<file path="config.mk">
export PLATFORM = sky130hd
export DESIGN_NAME = pc_sequencer
export DESIGN_NICKNAME = d
export VERILOG_FILES = /design/src/rtl/pc_sequencer.sv
export SDC_FILE = /design/constraint.sdc
export NUM_CORES = 1
export LEC_CHECK = 0
export ABC_AREA = 1
export ABC_CLOCK_PERIOD_IN_PS = 2500
export CORE_MARGIN = 2
export CORE_UTILIZATION = 54
export CTS_CLUSTER_SIZE = 14
export DETAILED_ROUTE_END_ITERATION = 8
export GPL_TIMING_DRIVEN = 0
export HOLD_SLACK_MARGIN = 0.05
export PLACE_DENSITY = 0.78
export SETUP_SLACK_MARGIN = 0.1
export SKIP_LAST_GASP = 1
export SLEW_MARGIN = 20
export SYNTH_ARGS = -nofsm -noshare
export SYNTH_HDL_FRONTEND = slang
export SYNTH_SLANG_ARGS = --single-unit
</file>
<file path="constraint.sdc">
create_clock -name clk -period 2.5 [get_ports clk]
set_input_delay 0.25 -clock clk [delete_from_list [all_inputs] [get_ports clk]]
set_output_delay 0.25 -clock clk [all_outputs]
set_load 0.02 [all_outputs]
</file>
<file path="src/rtl/pc_sequencer.sv">
// pc_sequencer: program counter with jump/branch, call/return stack, halt/resume, single-step and sticky fault
module pc_sequencer #(
  parameter int ADDR_W = 8,
  parameter int STACK_DEPTH = 4,
  parameter logic [ADDR_W-1:0] RESET_VECTOR = '0,
  localparam int SP_W = $clog2(STACK_DEPTH + 1)
) (
  input  logic              clk,
  input  logic              rst,
  input  logic              run,
  input  logic              step,
  input  logic [2:0]        op,
  input  logic [ADDR_W-1:0] target,
  input  logic              zero_flag,
  input  logic              carry_flag,
  input  logic              resume,
  output logic [ADDR_W-1:0] pc,
  output logic              fetch_en,
  output logic              halted,
  output logic              fault,
  output logic [SP_W-1:0]   sp
);
  localparam int IDX_W = $clog2(STACK_DEPTH);
  localparam logic [2:0] OP_JMP = 3'b001, OP_BZ = 3'b010, OP_BC = 3'b011,
                         OP_CALL = 3'b100, OP_RET = 3'b101, OP_HALT = 3'b110;
  typedef enum logic [1:0] {S_RUN, S_HALTED, S_FAULT} state_t;
  state_t state;
  logic [ADDR_W-1:0] stack [STACK_DEPTH];
  logic [ADDR_W-1:0] pc_inc, pc_nxt;
  logic [SP_W-1:0] sp_dec;
  logic advance, full, empty, take, bad;
  always_comb begin
    pc_inc = pc + 1'b1;
    sp_dec = sp - 1'b1;
    full = sp == SP_W'(STACK_DEPTH);
    empty = sp == '0;
    advance = state == S_RUN && (run || step);
    take = op == OP_JMP || op == OP_CALL || (op == OP_BZ && zero_flag) || (op == OP_BC && carry_flag);
    bad = (op == OP_CALL && full) || (op == OP_RET && empty);
    pc_nxt = op == OP_RET ? stack[sp_dec[IDX_W-1:0]] : take ? target : pc_inc;
  end
  always_ff @(posedge clk) begin
    if (!rst) begin
      state <= S_RUN;
      pc <= RESET_VECTOR;
      fetch_en <= 1'b0;
      halted <= 1'b0;
      fault <= 1'b0;
      sp <= '0;
    end else begin
      fetch_en <= 1'b0;
      if (state == S_HALTED && resume) begin
        state <= S_RUN;
        halted <= 1'b0;
        pc <= pc_inc;
        fetch_en <= 1'b1;
      end else if (advance) begin
        if (op == OP_HALT) begin
          state <= S_HALTED;
          halted <= 1'b1;
        end else if (bad) begin
          state <= S_FAULT;
          fault <= 1'b1;
        end else begin
          pc <= pc_nxt;
          fetch_en <= 1'b1;
          if (op == OP_CALL) begin
            stack[sp[IDX_W-1:0]] <= pc_inc;
            sp <= sp + 1'b1;
          end
          if (op == OP_RET) sp <= sp_dec;
        end
      end
    end
  end
endmodule

</file>
# Word level (Yosys, flattened, before mapping)
# Memory sizes are Yosys's and may differ from the RTL's.
# Index checks and enable logic that the tools add are counted.
word_totals:
  inputBits: 18
  mem_bits_ro: 0
  latchBits: 0
  ram_bits: 32
  n_memories: 1
  output_inout_bits: 14
  wordCells: 67
  ff_bits: 16
mem_list:
  columns: ["name", "depth", "word_bits", "read_ports", "rd_clocked_by_memory_dff", "wr", "line_no", "rtl"]
  rows:
  - ["stack", 4, 8, 1, 0, 1, "28", "logic [ADDR_W-1:0] stack [STACK_DEPTH];"]
op_classes:
  mux: 21
  eq_ne: 10
  reduce_logical: 22
  n_lt_le_gt_ge: 0
  div: 0
  n_addsub: 3
  mul: 0
  n_bitwise: 4
  shifts: 0
ops:
  columns: ["op", "count"]
  rows:
  - ["$mux W8", 6]
  - ["$eq A3 B3 Y1 const B", 4]
  - ["$mux W1", 11]
  - ["$add A8 B1 Y8 const B", 1]
  - ["$eq A3 B2 Y1 const B", 2]
  - ["$logic_and A1 B1 Y1", 6]
  - ["$mux W3", 2]
  - ["$reduce_bool A2 Y1", 3]
  - ["$logic_or A1 B1 Y1", 5]
  - ["$reduce_and A5 Y1", 1]
  - ["$mux W2", 2]
  - ["$not A1 Y1", 4]
  - ["$reduce_and A2 Y1", 2]
  - ["$reduce_and A4 Y1", 1]
  - ["$add A3 B1 Y3 const B", 1]
  - ["$eq A3 B1 Y1 const B", 1]
  - ["$logic_not A3 Y1", 1]
  - ["$reduce_and A3 Y1", 1]
  - ["$sub A3 B1 Y3 const B", 1]
  - ["$eq A2 B1 Y1 const B", 1]
  - ["$logic_not A2 Y1", 1]
  - ["$ne A2 B1 Y1 const B", 1]
  - ["$ne A2 B2 Y1 const B", 1]
  - ["$reduce_or A2 Y1", 1]

# Logic depth before layout (Yosys ltp)
logic_depth:
  word_depth: 10
  depth_mapped: 11
  ltp_nobuf: 10

# Worst setup path after synthesis
# Ideal clock, no wire load.
synth_timing:
  path_type: "flip-flop to flip-flop"
  startpoint: "register sp[0]"
  endpoint: "memory stack[1][0] (enable)"
  path_slack_ns: 0.189
  arrival_time_ns: 1.940
  synth_period_minus_slack_ns: 2.311
  path_stages_with_launch: 10
  required_time_ns: 2.129
  path_buffers: 1
  setup_time_ns: 0.371
  cell_sequence: "dfxtp_1 inv_1 clkbuf_1 ha_1 inv_1 nor2_1 nand2_2 and2_4 nand3_1 nor2_1"
synth_via:
  elab_chain_len: 9
  word_cells_on_any_way: 11
  cone_classes: "1 x eq/ne; 6 x mux; 4 x reduce/logical"
synth_lines:
  columns: ["element", "line_no", "rtl"]
  rows:
  - ["from (decl)", "21", "output logic [SP_W-1:0] sp"]
  - ["from (signal assigned)", "69", "sp <= sp + 1'b1;"]
  - ["from (signal assigned)", "71", "if (op == OP_RET) sp <= sp_dec;"]
  - ["$eq A3 B3 Y1 / $logic_not A3 Y1 (equally long branches)", "35, 36", null]
  - ["$logic_and A1 B1 Y1", "39", "bad = (op == OP_CALL && full) || (op == OP_RET && empty);"]
  - ["$logic_or A1 B1 Y1", "39", null]
  - ["$mux W1", "61", "end else if (bad) begin"]
  - ["$mux W1", "58", "if (op == OP_HALT) begin"]
  - ["$mux W1", "57", "end else if (advance) begin"]
  - ["$mux W1", "52", "if (state == S_HALTED && resume) begin"]
  - ["$mux W1", "43", "if (!rst) begin"]
  - ["$mux W1 (implied by the code)", "68", "stack[sp[IDX_W-1:0]] <= pc_inc;"]
  - ["to (decl)", "28", null]
# Several ways; a longest one is shown, not always the timed one.

# Final worst setup path
layout_timing:
  startpoint: "register sp[0]"
  endpoint: "memory stack[1][4] (enable)"
# Same word-level chain as after synthesis.

==> flow_summary.json <==
{
  "post_drt_wl_per_cell_microns": 14.40,
  "syn_nets": 302,
  "cp_max_fo": 12,
  "route.detailed.drc": 0,
  "cts_max_path_buffers": 2,
  "relSlewSlack": 0.6576,
  "rsz0062_at_grt": "false",
  "rows": 24,
  "power.leakage_uw": 0.001204,
  "clk_latency_ns": 0.30,
  "area_growth_pct": 24.84,
  "hpwlAfterDp_mm": 3.759,
  "numClockSinks": 48,
  "finalSetupViolCount": 0,
  "antenna_cells": 0,
  "fin_ws_ns": 0.3192,
  "die_h_microns": 70.91,
  "drv_slew": 0,
  "port_buffers": 30,
  "synth_area_leader_cell": "edfxtp_1",
  "clock_skew_ns": 0.006970,
  "power_density_mw_per_mm2": 603.6,
  "numCtsBuffers": 5,
  "via_per_inst": 5.330,
  "crit_type": "reg2reg",
  "path_buf_inv": 4,
  "path_clk_slew_ns": 0.09,
  "ys_seq_area_frac": 0.5300,
  "peakVddDrop_mv": 0.4524,
  "grt_start_max_net_pins": 17,
  "ys.warnings.count": 0,
  "core_sq_mm": 0.004324,
  "yosysMostFrequentCell": "nand2_1",
  "initial_core_util": 0.5590,
  "clock.fmax_mhz": 458.6,
  "h-tree-depth": 2,
  "cpMostUsedCell": "inv_1",
  "boundaryPins": 32,
  "yosys_register_bits": 48,
  "first_pass_iters": 4,
  "hp-class": "in2reg",
  "yosys-top-cells-area": "edfxtp_1 (40%), dfxtp_1 (13%), nand2_1 (9.5%), nor2_1 (5.0%), inv_1 (4.8%)",
  "grt_pass1_wl_mm": 8.645,
  "fillers": 327,
  "cap_violations": 0,
  "cts-root-buf": "clkbuf_8",
  "ys_top_cells_by_count": "nand2_1 (61), edfxtp_1 (32), nor2_1 (32)",
  "num_vias": 1988,
  "grt_pass1_vias": 1831,
  "slowest_delay_ns": 0.39,
  "worstPathArrival_ns": 2.21,
  "fin_crit_ns": 2.181,
  "crit_path_end_kind": "flop",
  "synth_edf_count": 32,
  "gp_congestion": 0.8317,
  "post-place-ws_ns": -0.2080,
  "final_nets": 344,
  "ys.flop_type": "edfxtp_1",
  "drtIter0Drc": 128,
  "worstMarginPinSlew_ns": 0.5119,
  "final.period_utilization": 0.8723,
  "gr-total-overflow": 0,
  "async_flop_share": 0,
  "yosys.area.top_type_share": 0.3975,
  "cts_tree": "built",
  "synth_area_sq_mm": 0.002417,
  "outcome": "completed",
  "synth_cells": 278,
  "required_ns": 2.53,
  "crit_chain": "inv_1, buf_2, ha_1, inv_1, nor2_1, nand2_2, and2_4, nand3_4, nor2_4, buf_12",
  "setup.worst_path.start_class": "flop",
  "cp_slowest_cell": "dfxtp_2",
  "grtUsageTotal": 0.2233,
  "drive_above_1_share": 0.1153,
  "cp_top_family": "simple AND/OR/NAND/NOR gates",
  "syn_avg_cell_area_sq_um": 8.695,
  "antenna_left": 0,
  "dieArea_sq_mm": 0.005028,
  "fp.dieW_microns": 70.91,
  "power.total_uw": 1822,
  "synth.distinct_cells": 28,
  "antenna_found_initial": 0,
  "hold_viol": 0,
  "wl_mm": 5.370
}
cell type report:
| type | instances | area [sq um] | share of cell area |
|---|---|---|---|
| Buffer | 6 | 27.53 | 0.009121 |
| Clock buffer | 5 | 68.82 | 0.02280 |
| Clock inverter | 3 | 46.29 | 0.01534 |
| Inverter | 35 | 131.4 | 0.04353 |
| Multi-Input combinational cell | 189 | 1021 | 0.3383 |
| Sequential cell | 48 | 1282 | 0.4250 |
| Tap cell | 52 | 65.06 | 0.02156 |
| Timing Repair Buffer | 35 | 375.4 | 0.1244 |
timing repair:
action	CTS	global route
pin swaps	4	0
gates resized for setup	10	3
setup endpoints to repair	32	35
gates cloned	0	0
hold buffers	0	0
setup buffers	5	0
power breakdown:
part	internal, uW	switching [uW]
Sequential	885	24.7
Clock	301	267
Combinational	132	211
Total	1320	503
worst paths after layout:
check / startpoint / end / slack [ns] / depth (start not counted)
hold / removal: rst / pc[4] / 0.33 / 3
hold reg to reg: halted / halted / 0.46 / 2
setup / recovery: sp[0] / stack[1][4] / 0.32 / 10
setup reg to reg: sp[0] / stack[1][4] / 0.32 / 10
flip-flops by register name, indices dropped and copies added (netlist names):
signal	cells
stack	32
fault	1
halted	1
state	2
sp	3
pc	8
fetch_en	1
layer usage:
| metal | track usage | vias up | share of wire |
|---|---|---|---|
| li1 | - | 1015 | - |
| met1 | 0.3045 | 904 | 0.42 |
| met2 | 0.3645 | 61 | 0.49 |
| met3 | 0.03561 | 8 | 0.073 |
| met4 | 0.07966 | 0 | 0.013 |
| met5 | 0 | - | 0 |
cell usage in the layout (no fill, tap or decap), types with 15 or more instances in the layout:
cell type        count
nand2_1             61
edfxtp_1            32
inv_1               31
clkdlybuf4s50_1     30
nor2_1              28
nand3_1             19
o21ai_0             19
a21oi_1             15
dfxtp_1             15
tightest hold or removal path, stage by stage:
cell and delay, ns:
clkbuf_1 0.19, nand2_1 0.12, nand2_1 0.04
stage by stage:
stage / TNS, ns / utilization / cell area (sq um) / hold slack [ns] / cells
after global routing: 0 / 0.6979 / 3018 / 0.3639 / 373
after CTS: 0 / 0.6959 / 3009 / 0.3269 / 373
after global placement: -5.502 / 0.6435 / 2783 / 0.4392 / 360
after detailed placement: -6.248 / 0.6435 / 2783 / 0.4500 / 360
final: 0 / 0.6979 / 3018 / 0.3281 / 373
after floorplan: 0 / - / 2417 / 0.4561 / 278
kinds of logic (layout without fill, tap and decap cells):
family,count (synthesis),in the layout,synth area share
AND/OR/NAND/NOR,132,132,0.2464
AO/OA/AOI/OAI,44,44,0.1020
XOR/XNOR,7,7,0.02536
adder cells (fa/ha/maj),6,6,0.03106
buffers and inverters,41,84,0.06521
flip-flops,48,48,0.5300
No activity file was read; power rests on OpenSTA's default activity.
==> patch 1: new RTL, config.mk and constraints unchanged <==
The 3 states of `state_t` get a one-hot encoding in 3 bits.
--- a/src/rtl/pc_sequencer.sv
+++ b/src/rtl/pc_sequencer.sv
@@ -23,7 +23,7 @@
   localparam int IDX_W = $clog2(STACK_DEPTH);
   localparam logic [2:0] OP_JMP = 3'b001, OP_BZ = 3'b010, OP_BC = 3'b011,
                          OP_CALL = 3'b100, OP_RET = 3'b101, OP_HALT = 3'b110;
-  typedef enum logic [1:0] {S_RUN, S_HALTED, S_FAULT} state_t;
+  typedef enum logic [2:0] {S_RUN = 3'b001, S_HALTED = 3'b010, S_FAULT = 3'b100} state_t;
   state_t state;
   logic [ADDR_W-1:0] stack [STACK_DEPTH];
   logic [ADDR_W-1:0] pc_inc, pc_nxt;
Function: same outputs for any inputs over 4 cycles, from zero or initial values and one cycle with rst low; so few cycles prove little.
==> patch 1 against the unedited design <==
  * Design area grew 2.2%
  * Worst setup slack lost 0.035 ns
  * Via count increased by 4.1%
  * Sequential share of layout area shrank 0.26 points
  * Cell count increased by 8.8%
  * Area after synthesis increased by 6.0%
  * Sequential cell count up 1
  * Wire length decreased by 3.5%
  * Largest cell class unchanged
  * Combinational power fell by 2%
  * Count of clock-buffer cells in the layout did not move
  * Critical path depth decreased by 1
  * Total power is 4.6% lower
  * Clock power down 15%
==> patch 1: results (changes against the unedited design) <==
stage	metric	value	unit	change
run_status	result of the run	finished, final reports clean		
yosys	asr flop ratio synth	0	%	unchanged
hold_path	hold-critical path depth	3		unchanged
critical_path	type of the worst setup path	reg -> reg		
placed_design	final estimated routing congestion in global placement	0.813		-2.2%
drt	Routed wire per std cell	12.8	µm	-11%
yosys	post-synthesis cell type count	26		-7.1%
hold_path	class of the tightest hold or removal check	in -> reg		
yosys	compound-gate portion of the synthesized area	8.45	%	-1.7 points
yosys	fraction of synthesized area in multiplexers	0	%	unchanged
yosys	Adder-Cell Fraction of Synth Area	2.93	%	-0.17 points
sta	slew at the pin with the worst max-slew slack	0.438	ns	-0.0742 ns
finish	post-layout instance count excluding filler cells	406		+8.8%
pwr	internal power contribution	0.00123	W	-6.5%
hold_path	worst min-delay path startpoint	rst		
clock_network	htree depth	2		unchanged
critical_path	Reg2Reg Setup Slack	0.28	ns	-0.04 ns
drt	average via count per standard cell	5.10		-4.3%
finish	net total in the final layout	375		+9.0%
yosys	leading cell types by count after synthesis	nand2_1, nor2_1, inv_1		
global_route	via count of the first global-routing pass	1743		-4.8%
hold_path	Hold Path End	pc[7]$_SDFFE_PN0P_		
yosys	Most used DFF post-synth	edfxtp_1		
pwr	leakage power of the design	1.28	nW	+6.5%
critical_path	CP max FO	12		unchanged
yosys	dominant cells by area after synthesis	edfxtp_1, dfxtp_1, nand2_1, nor2_1, inv_1		
critical_path	critical register-to-register path startpoint	sp[0]$_SDFFE_PN0P_		
finish	number of inserted diodes	0		unchanged
yosys	synthesized-area fraction occupied by xor and xnor cells	1.71	%	-0.83 points
global_route	initial antenna violation count	0		unchanged
clock_network	buffer levels on the longest clock path	2		unchanged
global_route	GRT Resource Usage Total	20.6	%	-1.7 points
clock_network	Inserted Clock Buffers	5		unchanged
finish	fillers	385		+18%
placed_design	input/output buffers	30		unchanged
global_route	first-pass GRT wire length	8.11	mm	-6.1%
global_route	maximum number of pins on one net before global-route repair	18		+1
yosys	number of warnings printed during yosys synthesis	0		unchanged
finish	flip-flop count of the largest register after layout	32		unchanged
critical_path	path depth of the worst reg2reg path	9		-1
clock_network	clock-pin slew on the worst setup and hold paths	0.09	ns	about the same
finish	layout cell share with drive strength beyond 1	10.2	%	-1.3 points
yosys	net count after synthesis	336		+11%
placed_design	worst-case setup slack after placement	-0.0969	ns	+0.111 ns
pwr	worst IR drop on VDD	0.467	mV	+3.3%
drt	number of design-rule violations left by the first detailed-router iteration	144		+13%
yosys	sequential-to-total area share from yosys stat	50.8	%	-2.2 points
sta	Final Skew	0.00562	ns	-0.00135 ns
yosys	Avg Synthesized Cell Area	8.21	µm²	-5.6%
placed_design	DP HPWL	3.73	mm	-0.87%
critical_path	worst reg2reg path endpoint	stack[2][5]$_DFFE_PP_		
placed_design	placed insts	396		+10%
==> patch 1: worst max-delay path by stage <==
stage | endpoint | slack, ns | depth (start not counted)
floorplan | stack[1][0]$_DFFE_PP_ | 0.23 | 8
global placement | stack[3][7]$_DFFE_PP_ | -0.10 | 8
detailed placement | stack[2][5]$_DFFE_PP_ | -0.1 | 8
CTS | stack[2][5]$_DFFE_PP_ | 0.02 | 8
global route | stack[2][4]$_DFFE_PP_ | 0.17 | 9
finish | stack[2][5]$_DFFE_PP_ | 0.28 | 9
==> patch 1: worst max-delay path, stage by stage (launching register included) <==
cell     delay [ns]
dfxtp_2        0.37
inv_1          0.12
buf_2          0.23
ha_1           0.26
nand2_1        0.12
nor2_4         0.06
nor2_8         0.15
nand4_1        0.11
buf_4          0.21
nor2_4         0.26
==> patch 1: area by class of cell <==
type	count	area, µm²	area share [%]
Sequential cell	49	1300	42.2
Multi-Input combinational cell	215	1110	35.9
Timing Repair Buffer	32	328	10.6
Inverter	41	154	4.99
Clock buffer	5	68.8	2.23
Tap cell	54	67.6	2.19
Buffer	7	31.3	1.01
Clock inverter	3	26.3	0.852
==> patch 1: what timing repair did <==
item,CTS,global route
resized for setup,4,7
endpoints found under the setup margin,32,39
setup buffers,0,2
cloned,0,0
hold buffers,0,0
pin swaps,0,3
==> patch 1: cells by family (layout without fill, tap and decap cells) <==
| group | count (synthesis) | count (layout) |
|---|---|---|
| buffers and inverters | 48 | 88 |
| adder cells (fa/ha/maj) | 6 | 6 |
| XOR/XNOR | 5 | 5 |
| flip-flops | 49 | 49 |
| AND/OR/NAND/NOR | 165 | 165 |
| AO/OA/AOI/OAI | 39 | 39 |
==> patch 1: per-stage QoR <==
stage	utilization, %	instance area, µm²	setup TNS, ns	power [W]	hold WS [ns]
final	66.2	3080	0	0.00174	0.338
after global routing	66.2	3080	0	0.00181	0.350
after CTS	65.1	3030	0	0.00174	0.334
after detailed placement	62.8	2930	-2.12	0.00127	0.447
after global placement	62.8	2930	-2.69	0.00126	0.433
after floorplan	-	2560	0	0.00115	0.419
==> patch 1: routing by layer <==
| metal | share of wire, % | GRT usage, % | vias to the layer above |
|---|---|---|---|
| met2 | 46 | 33.0 | 54 |
| met4 | 1.4 | 7.41 | 0 |
| met1 | 46 | 27.9 | 920 |
| li1 | - | - | 1091 |
| met5 | 0 | 0 | - |
| met3 | 6.5 | 4.28 | 5 |
==> patch 1: power groups by stage <==
stage	Sequential, W	Combinational [W]	Clock, W
6_report	0.000920	0.000335	0.000483
5_1_grt	0.000925	0.000371	0.000519
4_1_cts	0.000920	0.000332	0.000489
3_5_place_dp	0.000939	0.000329	0
3_3_place_gp	0.000938	0.000325	0
2_1_floorplan	0.000959	0.000188	0
==> patch 2: new RTL, same flow settings <==
Made on the original files. The parameter `ADDR_W` goes from 8 to 9.
--- a/src/rtl/pc_sequencer.sv
+++ b/src/rtl/pc_sequencer.sv
@@ -1,6 +1,6 @@
 // pc_sequencer: program counter with jump/branch, call/return stack, halt/resume, single-step and sticky fault
 module pc_sequencer #(
-  parameter int ADDR_W = 8,
+  parameter int ADDR_W = 9,
   parameter int STACK_DEPTH = 4,
   parameter logic [ADDR_W-1:0] RESET_VECTOR = '0,
   localparam int SP_W = $clog2(STACK_DEPTH + 1)
Ports: changed (resized pc and target); port bits go from 32 to 34. The function was not compared with the original's and may differ.
==> patch 2 against the unedited design <==
  * Worst setup slack got worse by 0.092 ns
  * Die area rose by 11%
  * Synthesized cell count rose by 11%
  * Maximum frequency fell by 4.1%
  * Sequential share of layout area barely moved
  * Clock skew rose by 0.0042 ns
  * Total power rose by 9.1%
  * Core utilization rose by 0.27 points
  * Sequential cell count rose by 5
  * Sequential power rose by 11%
  * Design area rose by 11%
  * Cell count rose by 13%
  * Wire length rose by 16%
  * Area after synthesis rose by 12%
  * Largest power group unchanged
  * Highest routed layer unchanged
==> patch 2: results (changes against the unedited design) <==
stage	metric	value	unit	change
yosys	sequential-to-total area share from yosys stat	52.7	%	-0.31 points
finish	Buffers excl. clock	47		+15%
global_route	GRT Resource Usage Total	24.7	%	+2.4 points
hold_path	class of the tightest hold or removal check	reg -> reg		
critical_path	cell family with most CP delay	buffers and inverters		
yosys	number of enable-type register cells in the synthesized netlist	36		+13%
critical_path	path depth of the worst reg2reg path	11		+1
critical_path	worst reg2reg path endpoint	stack[1][2]$_DFFE_PP_		
yosys	Adder-Cell Fraction of Synth Area	2.78	%	-0.32 points
drt	DR WL met2	2.91	mm	+9.6%
finish	Clock Buffer Count	6		+1
global_route	GRT met1 Usage	34.2	%	+3.8 points
finish	multi-input logic portion of the cell area	34.0	%	+0.16 points
finish	fillers	387		+18%
yosys	post-synthesis cell type count	32		+14%
finish	Layout clock area frac	3.32	%	-0.49 points
clock_network	buffer count from post-CTS setup fixing	6		+1
yosys	leading cell types by count after synthesis	nand2_1, nor2_1, edfxtp_1		
drt	Routed wire per std cell	14.8	µm	+2.5%
yosys	Avg Synthesized Cell Area	8.73	µm²	+0.40%
drt	routed via count	2250		+13%
placed_design	placed insts	409		+14%
placed_design	DP HPWL	4.46	mm	+19%
pwr	part of the power in the clock network	29.4	%	-1.8 points
sta	max-slew headroom at the worst pin	67.8	%	+2.0 points
finish	number of ordinary inverters in the final layout	32		-8.6%
sta	Final Skew	0.0112	ns	+0.00421 ns
run_status	result of the run	finished, final reports clean		
placed_design	final estimated routing congestion in global placement	0.883		+6.1%
clock_network	PostCTS Resize Cnt	11		+1
finish	net total in the final layout	380		+10%
critical_path	Reg2Reg Setup Slack	0.23	ns	-0.09 ns
global_route	routing usage on met2	39.6	%	+3.2 points
pwr	relative contribution of combinational cells to total power	19.9	%	+1.1 points
placed_design	input/output buffers	33		+10%
sta	hold slack final	0.469	ns	+0.141 ns
patch 2: changes by cell type in the layout (fill, tap and decap cells not counted), moves of 2 or more:
| cell | delta |
|---|---|
| o22ai_1 | +2 |
| nand3b_1 | +4 |
| inv_1 | -5 |
| nand3_2 | -2 |
| o21ai_0 | +9 |
| o221ai_1 | -5 |
| nand4_1 | -2 |
| clkdlybuf4s50_1 | +3 |
| nand2_1 | +13 |
| nor2_1 | +6 |
| edfxtp_1 | +4 |
patch 2: worst max-delay path by stage:
stage | end | slack (ns)
3_3_place_gp | stack[1][4]$_DFFE_PP_ | -0.45
4_1_cts | stack[1][2]$_DFFE_PP_ | 0.10
5_1_grt | stack[1][2]$_DFFE_PP_ | 0.11
6_report | stack[1][2]$_DFFE_PP_ | 0.23
2_1_floorplan | stack[1][0]$_DFFE_PP_ | 0.02
3_5_place_dp | stack[3][7]$_DFFE_PP_ | -0.51
